## config.mk

```make
export PLATFORM = sky130hd
export DESIGN_NAME = riscv_commit_monitor
export DESIGN_NICKNAME = d
export VERILOG_FILES = /design/src/rtl/riscv_commit_monitor.sv
export SDC_FILE = /design/constraint.sdc
export NUM_CORES = 1
export LEC_CHECK = 0
export CORE_ASPECT_RATIO = 0.8
export CORE_MARGIN = 2
export CORE_UTILIZATION = 50
export CTS_CLUSTER_SIZE = 20
export DETAILED_ROUTE_END_ITERATION = 10
export GPL_TIMING_DRIVEN = 0
export PLACE_DENSITY = 0.74
export RECOVER_POWER = 25
export SLEW_MARGIN = 20
export SYNTH_ARGS = -nofsm -noshare
export SYNTH_HDL_FRONTEND = slang
export SYNTH_SLANG_ARGS = --single-unit
```

## constraint.sdc

```tcl
create_clock -name clk -period 8.25 [get_ports clk]
set_input_delay 1.2375 -clock clk [delete_from_list [all_inputs] [get_ports clk]]
set_output_delay 1.2375 -clock clk [all_outputs]
set_load 0.005 [all_outputs]
```

## src/rtl/riscv_commit_monitor.sv

```systemverilog
`default_nettype none
// ============================================================================
//  Module   : riscv_commit_monitor
//  Purpose  : Commit-checking harness placed beside a RISC-V core. It sequences
//             the core reset, compares every register-file writeback against a
//             FIFO of expected (rd, data) pairs, and detects halt (stable PC)
//             and timeout. The result is reported as done/pass/timeout.
//  Ports    : clk, reset (sync, active-low)      - clock / monitor reset
//             core_rst                           - active-high reset to core
//             pc, wb_en, wb_rd, wb_data          - core observation
//             exp_valid/exp_ready/exp_rd/exp_data - expected-commit push port
//             commit_count, mismatch_count,
//             cycle_count                        - saturating 32-bit counters
//             done, pass, timeout                - run status
//             fail_pc, fail_rd, fail_data        - first-mismatch capture
//  Config   : RVMON_FIRST_FAIL_CAPTURE_EN - build the first-mismatch capture
//             registers; otherwise fail_* are tied to zero.
//  Revision : 1.0 - initial release
// ============================================================================
module riscv_commit_monitor #(
   parameter int XLEN        = 64,
   parameter int DEPTH       = 16,
   parameter int RST_HOLD    = 4,
   parameter int HALT_STABLE = 8,
   parameter int TIMEOUT     = 4096
) (
   input  logic            clk,
   input  logic            reset,
   output logic            core_rst,
   input  logic [XLEN-1:0] pc,
   input  logic            wb_en,
   input  logic [4:0]      wb_rd,
   input  logic [XLEN-1:0] wb_data,
   input  logic            exp_valid,
   output logic            exp_ready,
   input  logic [4:0]      exp_rd,
   input  logic [XLEN-1:0] exp_data,
   output logic [31:0]     commit_count,
   output logic [31:0]     mismatch_count,
   output logic [31:0]     cycle_count,
   output logic            done,
   output logic            pass,
   output logic            timeout,
   output logic [XLEN-1:0] fail_pc,
   output logic [4:0]      fail_rd,
   output logic [XLEN-1:0] fail_data
);

   localparam int c_AW     = $clog2(DEPTH);
   localparam int c_HOLD_W = $clog2(RST_HOLD + 1);
   localparam int c_HS_W   = $clog2(HALT_STABLE + 1);
   localparam logic [c_HOLD_W-1:0] c_RST_HOLD    = c_HOLD_W'(RST_HOLD);
   localparam logic [c_HS_W-1:0]   c_HALT_STABLE = c_HS_W'(HALT_STABLE);
   localparam logic [31:0]         c_TIMEOUT     = 32'(TIMEOUT);

   typedef enum logic [1:0] {
      ST_HOLD = 2'd0,
      ST_RUN  = 2'd1,
      ST_DONE = 2'd2
   } state_t;

   state_t r_state, w_state_next;

   logic [c_HOLD_W-1:0] r_hold_cnt;
   logic [c_HS_W-1:0]   r_stable, w_stable_next;
   logic [XLEN-1:0]     r_prev_pc;
   logic [31:0]         r_commit_cnt, r_mismatch_cnt, r_cycle_cnt, w_cycle_inc;
   logic                r_timeout;

   // Expected-commit FIFO; pointers carry one extra wrap bit for full/empty.
   logic [XLEN+4:0] r_mem [DEPTH];
   logic [c_AW:0]   r_wptr, r_rptr;
   logic            w_full, w_empty, w_push, w_pop;
   logic [XLEN+4:0] w_head;

   logic w_commit, w_mismatch, w_halt_hit, w_to_hit;

   function automatic logic [31:0] f_sat_inc(input logic [31:0] v);
      return (v == 32'hFFFF_FFFF) ? v : v + 32'd1;
   endfunction

   assign w_empty = (r_wptr == r_rptr);
   assign w_full  = (r_wptr[c_AW] != r_rptr[c_AW]) &&
                    (r_wptr[c_AW-1:0] == r_rptr[c_AW-1:0]);
   assign w_head  = r_mem[r_rptr[c_AW-1:0]];

   // Gated by reset so the port reads 0 during the reset cycle itself.
   assign exp_ready = reset && !w_full && (r_state != ST_DONE);
   assign w_push    = exp_valid && exp_ready;

   // Writes to x0 are not architectural commits and are ignored entirely.
   assign w_commit   = (r_state == ST_RUN) && wb_en && (wb_rd != 5'd0);
   assign w_pop      = w_commit && !w_empty;
   assign w_mismatch = w_commit && (w_empty ||
                                    (w_head[XLEN+4:XLEN] != wb_rd) ||
                                    (w_head[XLEN-1:0] != wb_data));

   always_comb begin
      w_cycle_inc   = f_sat_inc(r_cycle_cnt);
      w_stable_next = '0;
      if (pc == r_prev_pc) begin
         w_stable_next = (r_stable == c_HALT_STABLE) ? r_stable : r_stable + 1'b1;
      end
      w_halt_hit = (r_state == ST_RUN) && (w_stable_next == c_HALT_STABLE);
      w_to_hit   = (r_state == ST_RUN) && (w_cycle_inc == c_TIMEOUT);
   end

   always_comb begin
      w_state_next = r_state;
      case (r_state)
         ST_HOLD: if (r_hold_cnt == c_RST_HOLD) w_state_next = ST_RUN;
         ST_RUN:  if (w_halt_hit || w_to_hit)    w_state_next = ST_DONE;
         default: w_state_next = ST_DONE;
      endcase
   end

   always_ff @(posedge clk) begin
      if (!reset) begin
         r_state        <= ST_HOLD;
         r_hold_cnt     <= '0;
         r_stable       <= '0;
         r_prev_pc      <= '0;
         r_commit_cnt   <= '0;
         r_mismatch_cnt <= '0;
         r_cycle_cnt    <= '0;
         r_timeout      <= 1'b0;
         r_wptr         <= '0;
         r_rptr         <= '0;
      end else begin
         r_state   <= w_state_next;
         r_prev_pc <= pc;
         if (r_state == ST_HOLD && r_hold_cnt != c_RST_HOLD) begin
            r_hold_cnt <= r_hold_cnt + 1'b1;
         end
         if (r_state == ST_RUN) begin
            r_stable    <= w_stable_next;
            r_cycle_cnt <= w_cycle_inc;
         end else begin
            r_stable <= '0;
         end
         // Timeout takes priority over a coincident halt.
         if (w_to_hit) r_timeout <= 1'b1;
         if (w_commit)   r_commit_cnt   <= f_sat_inc(r_commit_cnt);
         if (w_mismatch) r_mismatch_cnt <= f_sat_inc(r_mismatch_cnt);
         if (w_push) r_wptr <= r_wptr + 1'b1;
         if (w_pop)  r_rptr <= r_rptr + 1'b1;
      end
   end

   always_ff @(posedge clk) begin
      if (w_push) r_mem[r_wptr[c_AW-1:0]] <= {exp_rd, exp_data};
   end

`ifdef RVMON_FIRST_FAIL_CAPTURE_EN
   logic            r_fail_seen;
   logic [XLEN-1:0] r_fail_pc, r_fail_data;
   logic [4:0]      r_fail_rd;

   always_ff @(posedge clk) begin
      if (!reset) begin
         r_fail_seen <= 1'b0;
         r_fail_pc   <= '0;
         r_fail_rd   <= '0;
         r_fail_data <= '0;
      end else if (w_mismatch && !r_fail_seen) begin
         r_fail_seen <= 1'b1;
         r_fail_pc   <= pc;
         r_fail_rd   <= wb_rd;
         r_fail_data <= wb_data;
      end
   end

   assign fail_pc   = r_fail_pc;
   assign fail_rd   = r_fail_rd;
   assign fail_data = r_fail_data;
`else
   assign fail_pc   = '0;
   assign fail_rd   = '0;
   assign fail_data = '0;
`endif

   assign core_rst       = !reset || (r_state == ST_HOLD);
   assign commit_count   = r_commit_cnt;
   assign mismatch_count = r_mismatch_cnt;
   assign cycle_count    = r_cycle_cnt;
   assign done           = (r_state == ST_DONE);
   assign timeout        = r_timeout;
   // Leftover expected entries count as a failure.
   assign pass = done && !r_timeout && (r_mismatch_cnt == 32'd0) && w_empty;

endmodule
`default_nettype wire
```

# Yosys cells after proc, flatten, opt, wreduce, memory -nomap -nowiden
# Memory sizes are Yosys's and may differ from the RTL's. A register that Yosys moved wholly into a read port is not among the register bits.
# Index checks and enable logic that the tools add are counted.
[classes] add_sub_neg=7 eq_ne=19 mux=10 bitwise_logic=2 n_reduce_logical=29
[op_table] op="32-bit by 1-bit adder with 32-bit output (second input constant)" n=3
[op_table] op="32-bit == test (second input constant)" n=3
[op_table] op="64-bit == test" n=1
[op_table] op="64-bit inequality test" n=1
[op_table] op="32-bit by 13-bit == test with 1-bit output (second input constant)" n=1
[op_table] op="32-bit zero test" n=1
[op_table] op="32-bit two-way mux" n=1
[op_table] op="4-bit two-way mux" n=4
[op_table] op="1-bit logical AND" n=14
[op_table] op="5-bit by 1-bit adder with 5-bit output (second input constant)" n=2
[op_table] op="4-bit == test (second input constant)" n=2
[op_table] op="2-bit AND reduction" n=4
[op_table] op="5-bit == test" n=1
[op_table] op="5-bit inequality test" n=1
[op_table] op="5-bit nonzero test" n=1
[op_table] op="4-bit by 1-bit adder with 4-bit output (second input constant)" n=1
[op_table] op="4-bit == test" n=1
[op_table] op="1-bit zero test" n=4
[op_table] op="1-bit logical OR" n=4
[op_table] op="2-bit two-way mux" n=2
[op_table] op="2-bit inequality test (second input constant)" n=2
[op_table] op="2-bit case mux with 2 select lines" n=1
[op_table] op="3-bit by 1-bit adder with 3-bit output (second input constant)" n=1
[op_table] op="3-bit == test (second input constant)" n=1
[op_table] op="8 further kinds" n=10
[totals] register_bits=180 ram_bits=1104 word_cells=78 mem_count=1
[mem_list] name="r_mem" depth=16 word_bits=69 read_ports=1 rd_ports_with_merged_regs=1 wr=1 line_no="71" rtl="logic [XLEN+4:0] r_mem [DEPTH];"

# Logic depth before layout (Yosys ltp)
[logic_depth] word_depth=8 ltp_mapped=18 ltp_nobuf=11

# Worst setup path after synthesis
# OpenSTA, ideal clock, no wires.
[synth_path] kind="input-to-reg" from="input reset" to="memory r_mem[3][0] (netlist bit), enable pin" setup_ns=0.581 arrival_ns=6.781 required_time_ns=7.669 setup_slack_ns=0.888 path_stages=6 path_buffers=1 cell_sequence="inv_1 > nor3_1 > and2_1 > clkbuf_1 > nand2_1 > nor3_1"
[synth_via] elab_chain_len=5
[synth_lines] element="start, declared" line_no="28" rtl="input logic reset,"
[synth_lines] element="1-bit logical AND (2 in series)" line_no="88" rtl="assign exp_ready = reset && !w_full && (r_state != ST_DONE);"
[synth_lines] element="via exp_ready" line_no="35" rtl="output logic exp_ready,"
[synth_lines] element="1-bit logical AND" line_no="89" rtl="assign w_push = exp_valid && exp_ready;"
[synth_lines] element="1-bit two-way mux" line_no="151" rtl="if (w_push) r_mem[r_wptr[c_AW-1:0]] <= {exp_rd, exp_data};"
[synth_lines] element="1-bit two-way mux (implied by the code)" line_no="151"
[synth_lines] element="end, declared" line_no="71"
# The timed path passes the listed nets, and every way through them passes these cells.

==> run metrics <==
Setup Buffers After CTS=0; placed cell area=60800 um2; fin area=65000 um2; Area Growth Syn to Fin=20.9%; Reg area=36800 um2; final HPWL from detailed placement=115 mm; Worst Path Required=8.82 ns; Final Util=0.610; number of synthesized flops with an enable pin=1104; global-route wire length before repair=231 mm; relative slew slack=0.174; count of different cell masters after synthesis=84; DR iter-0 viols=5252; Fin. Hold Viols=0; RSZ-0062 raised after global routing=no; # port buffers=306; initial antenna violation count=30; post-synthesis sequential area ratio=0.685; largest net degree at the start of global routing=19; Worst Skew=0.0259 ns; Worst path slowest cell=clkbuf_1; fin nets=4175; Routed Antenna Nets=0; Setup CP Type=register to register; minimum clock period=6.01 ns; hold_buf cts=0; vias in the first global route=32100; Overflow after GRT=0; H-tree Lvls=3; All-Layer GR Usage=0.296; crit-path cells=buf_6, buf_12, buf_6, buf_4, buf_4, buf_2, clkbuf_1, nand4_1, o211ai_1, o2111ai_1, nor4b_1, nand4_1, o21ai_0, buf_2, buf_2, xor2_1, nor2_1; final wirelength=166 mm; Synth area leaders=edfxtp_1 (62%), mux4_2 (7.2%), dfxtp_1 (6.9%); Setup TNS=0 ns; die area=110000 um2; CP dominant cell by count=buf_2; CTS tree=yes; max-slew violation count=0; Longest Clk Path Bufs=3; chip width=371 um; wire per inst=30.3 um; most frequent cell after synthesis=edfxtp_1; total number of vias=34000; Clock Latency Late Sink=0.72 ns; worst slew pin tran=1.24 ns; clock sinks=1288; Die Span Y=297 um; synthesized instance count=3293; Rows=107; crit path max fanout=10; status=complete, no violations; area fraction of the dominant cell type after synthesis=0.617; Num CTS Buffers=121; period utilization=0.728; layout cells sized above 1=0.187; post-place setup slack=2.61 ns; leading area contributor after synthesis=edfxtp_1; initial core utilization=0.504; CP max stage delay=0.89 ns; FF+latch count, synth=1288; routability congestion estimate=0.945; DRC Markers=0; area occupied by multi-input gates=15500 um2; CP startpoint kind=register; met2 Usage GRT=0.442; Core ar.=107000 um2; Tot Pwr=13500 uW; GRT busiest layer=met2; Arr. time, crit path=6.58 ns; fill cell count=7736; max_cap viols=0; syn_area_per_cell=16.3 um2; ys async rst share=0; HP Class=register to register; static leakage=0.0216 uW; PwrDens=208 nW/um2; post-synthesis cell area=53700 um2; top cells by count, synth=edfxtp_1 (1104), mux2i_1 (259), dfxtp_1 (184), mux4_2 (173), buf_4 (163); GRT met1 Usage=0.396; Synth warnings=0; Final setup viols=0; Root Buffer=clkbuf_16; met3 usage=0.103; top_reg_cell synth=edfxtp_1; vias per cell=6.19; First-pass DRT Iterations=6; FMAX=166 MHz; CP delay by family, top=buffers and inverters; CP Buf/Inv Count=9; Worst Setup End Kind=register; clk slew on worst S/H paths=0.06 ns; I/O pin cnt=440; Resized Gates After CTS=0; final critical-path setup slack=2.24 ns; Peak VDD IR=181 uV
## layout make-up
cell class                 instances  area share
sequential                      1288       0.567
multi-input combinational       1827       0.239
timing repair buffer             408      0.0721
clock buffer                     141      0.0481
buffer                           282      0.0293
tap                             1417      0.0273
clock inverter                    83      0.0149
inverter                          28     0.00162
antenna                           19    0.000732
## stage by stage
| stage | hold WS [ns] | instances |
|---|---|---|
| floorplan | 0.479 | 3425 |
| global placement | 0.493 | 5148 |
| detailed placement | 0.500 | 5249 |
| CTS | 0.513 | 5473 |
| global route | 0.537 | 5483 |
| finish | 0.511 | 5493 |
## worst register-to-register path: stages (launching register included)
cell and delay, ns:
dfxtp_1 0.33, buf_6 0.16, buf_12 0.19, buf_6 0.25, buf_4 0.31, buf_4 0.35
buf_2 0.42, clkbuf_1 0.89, nand4_1 0.32, o211ai_1 0.26, o2111ai_1 0.37, nor4b_1 0.53
nand4_1 0.42, o21ai_0 0.35, buf_2 0.25, buf_2 0.26, xor2_1 0.17, nor2_1 0.05
## logic make-up after synthesis
| kind of cell | share of synthesized area |
|---|---|
| fa+ha+maj | 0.00303 |
| xor+xnor | 0.0344 |
| simple gates | 0.0671 |
| flops | 0.685 |
| buf+inv | 0.0371 |
| compound gates | 0.0442 |
| mux | 0.129 |
| other cells | 0.0000698 |
## power by group
part           leakage (uW)  switching (uW)  total, uW  internal (uW)
logic               0.00819             358        613            255
registers            0.0114            22.5       7140           7120
clock network       0.00198            2460       5790           3330
total                0.0216            2840      13500          10700
## per-layer routing
layer	share of wire	vias up
met2	0.45	2663
met5	0.0012	-
met4	0.048	14
met3	0.14	463
li1	-	14000
met1	0.36	16800
## worst paths after layout
check / startpoint / end / depth (start not counted) / slack, ns
worst min-delay path: commit_count[31]$_SDFFE_PN0P_ / commit_count[31]$_SDFFE_PN0P_ / 2 / 0.51
worst max register to register: register / mismatch_count[11]$_SDFFE_PN0P_ / 17 / 2.24
worst min register to register: commit_count[31]$_SDFFE_PN0P_ / commit_count[31]$_SDFFE_PN0P_ / 2 / 0.51
worst max-delay path: register / mismatch_count[11]$_SDFFE_PN0P_ / 17 / 2.24
## cell usage in the layout (no fill, tap or decap), types with 36 or more instances in the layout
cell / netlist / final
conb_1: 1 / 133
a21oi_1: 47 / 47
edfxtp_1: 1104 / 1104
nand3_1: 60 / 60
nor4_1: 51 / 49
clkbuf_1: 52 / 62
nor2_1: 130 / 117
buf_4: 163 / 202
buf_2: 42 / 44
and2_1: 80 / 80
dlygate4sd3_1: 0 / 42
mux2i_1: 259 / 259
nand2_1: 124 / 124
clkdlybuf4s50_1: 0 / 264
clkbuf_16: 0 / 122
a22oi_1: 77 / 77
mux4_2: 173 / 173
o21ai_0: 37 / 36
xnor2_1: 73 / 72
nand4_1: 43 / 43
xor2_1: 138 / 138
dfxtp_1: 184 / 184
## registers in the layout (all words and copies together) (netlist names), named ones only
name and cells:
commit_count 32, cycle_count 32, mismatch_count 32, r_hold_cnt 3
r_mem 1104, r_prev_pc 64, r_rptr 5, r_stable 4
r_state 2, r_wptr 5, timeout 1
No activity file was read; power rests on OpenSTA's default activity.
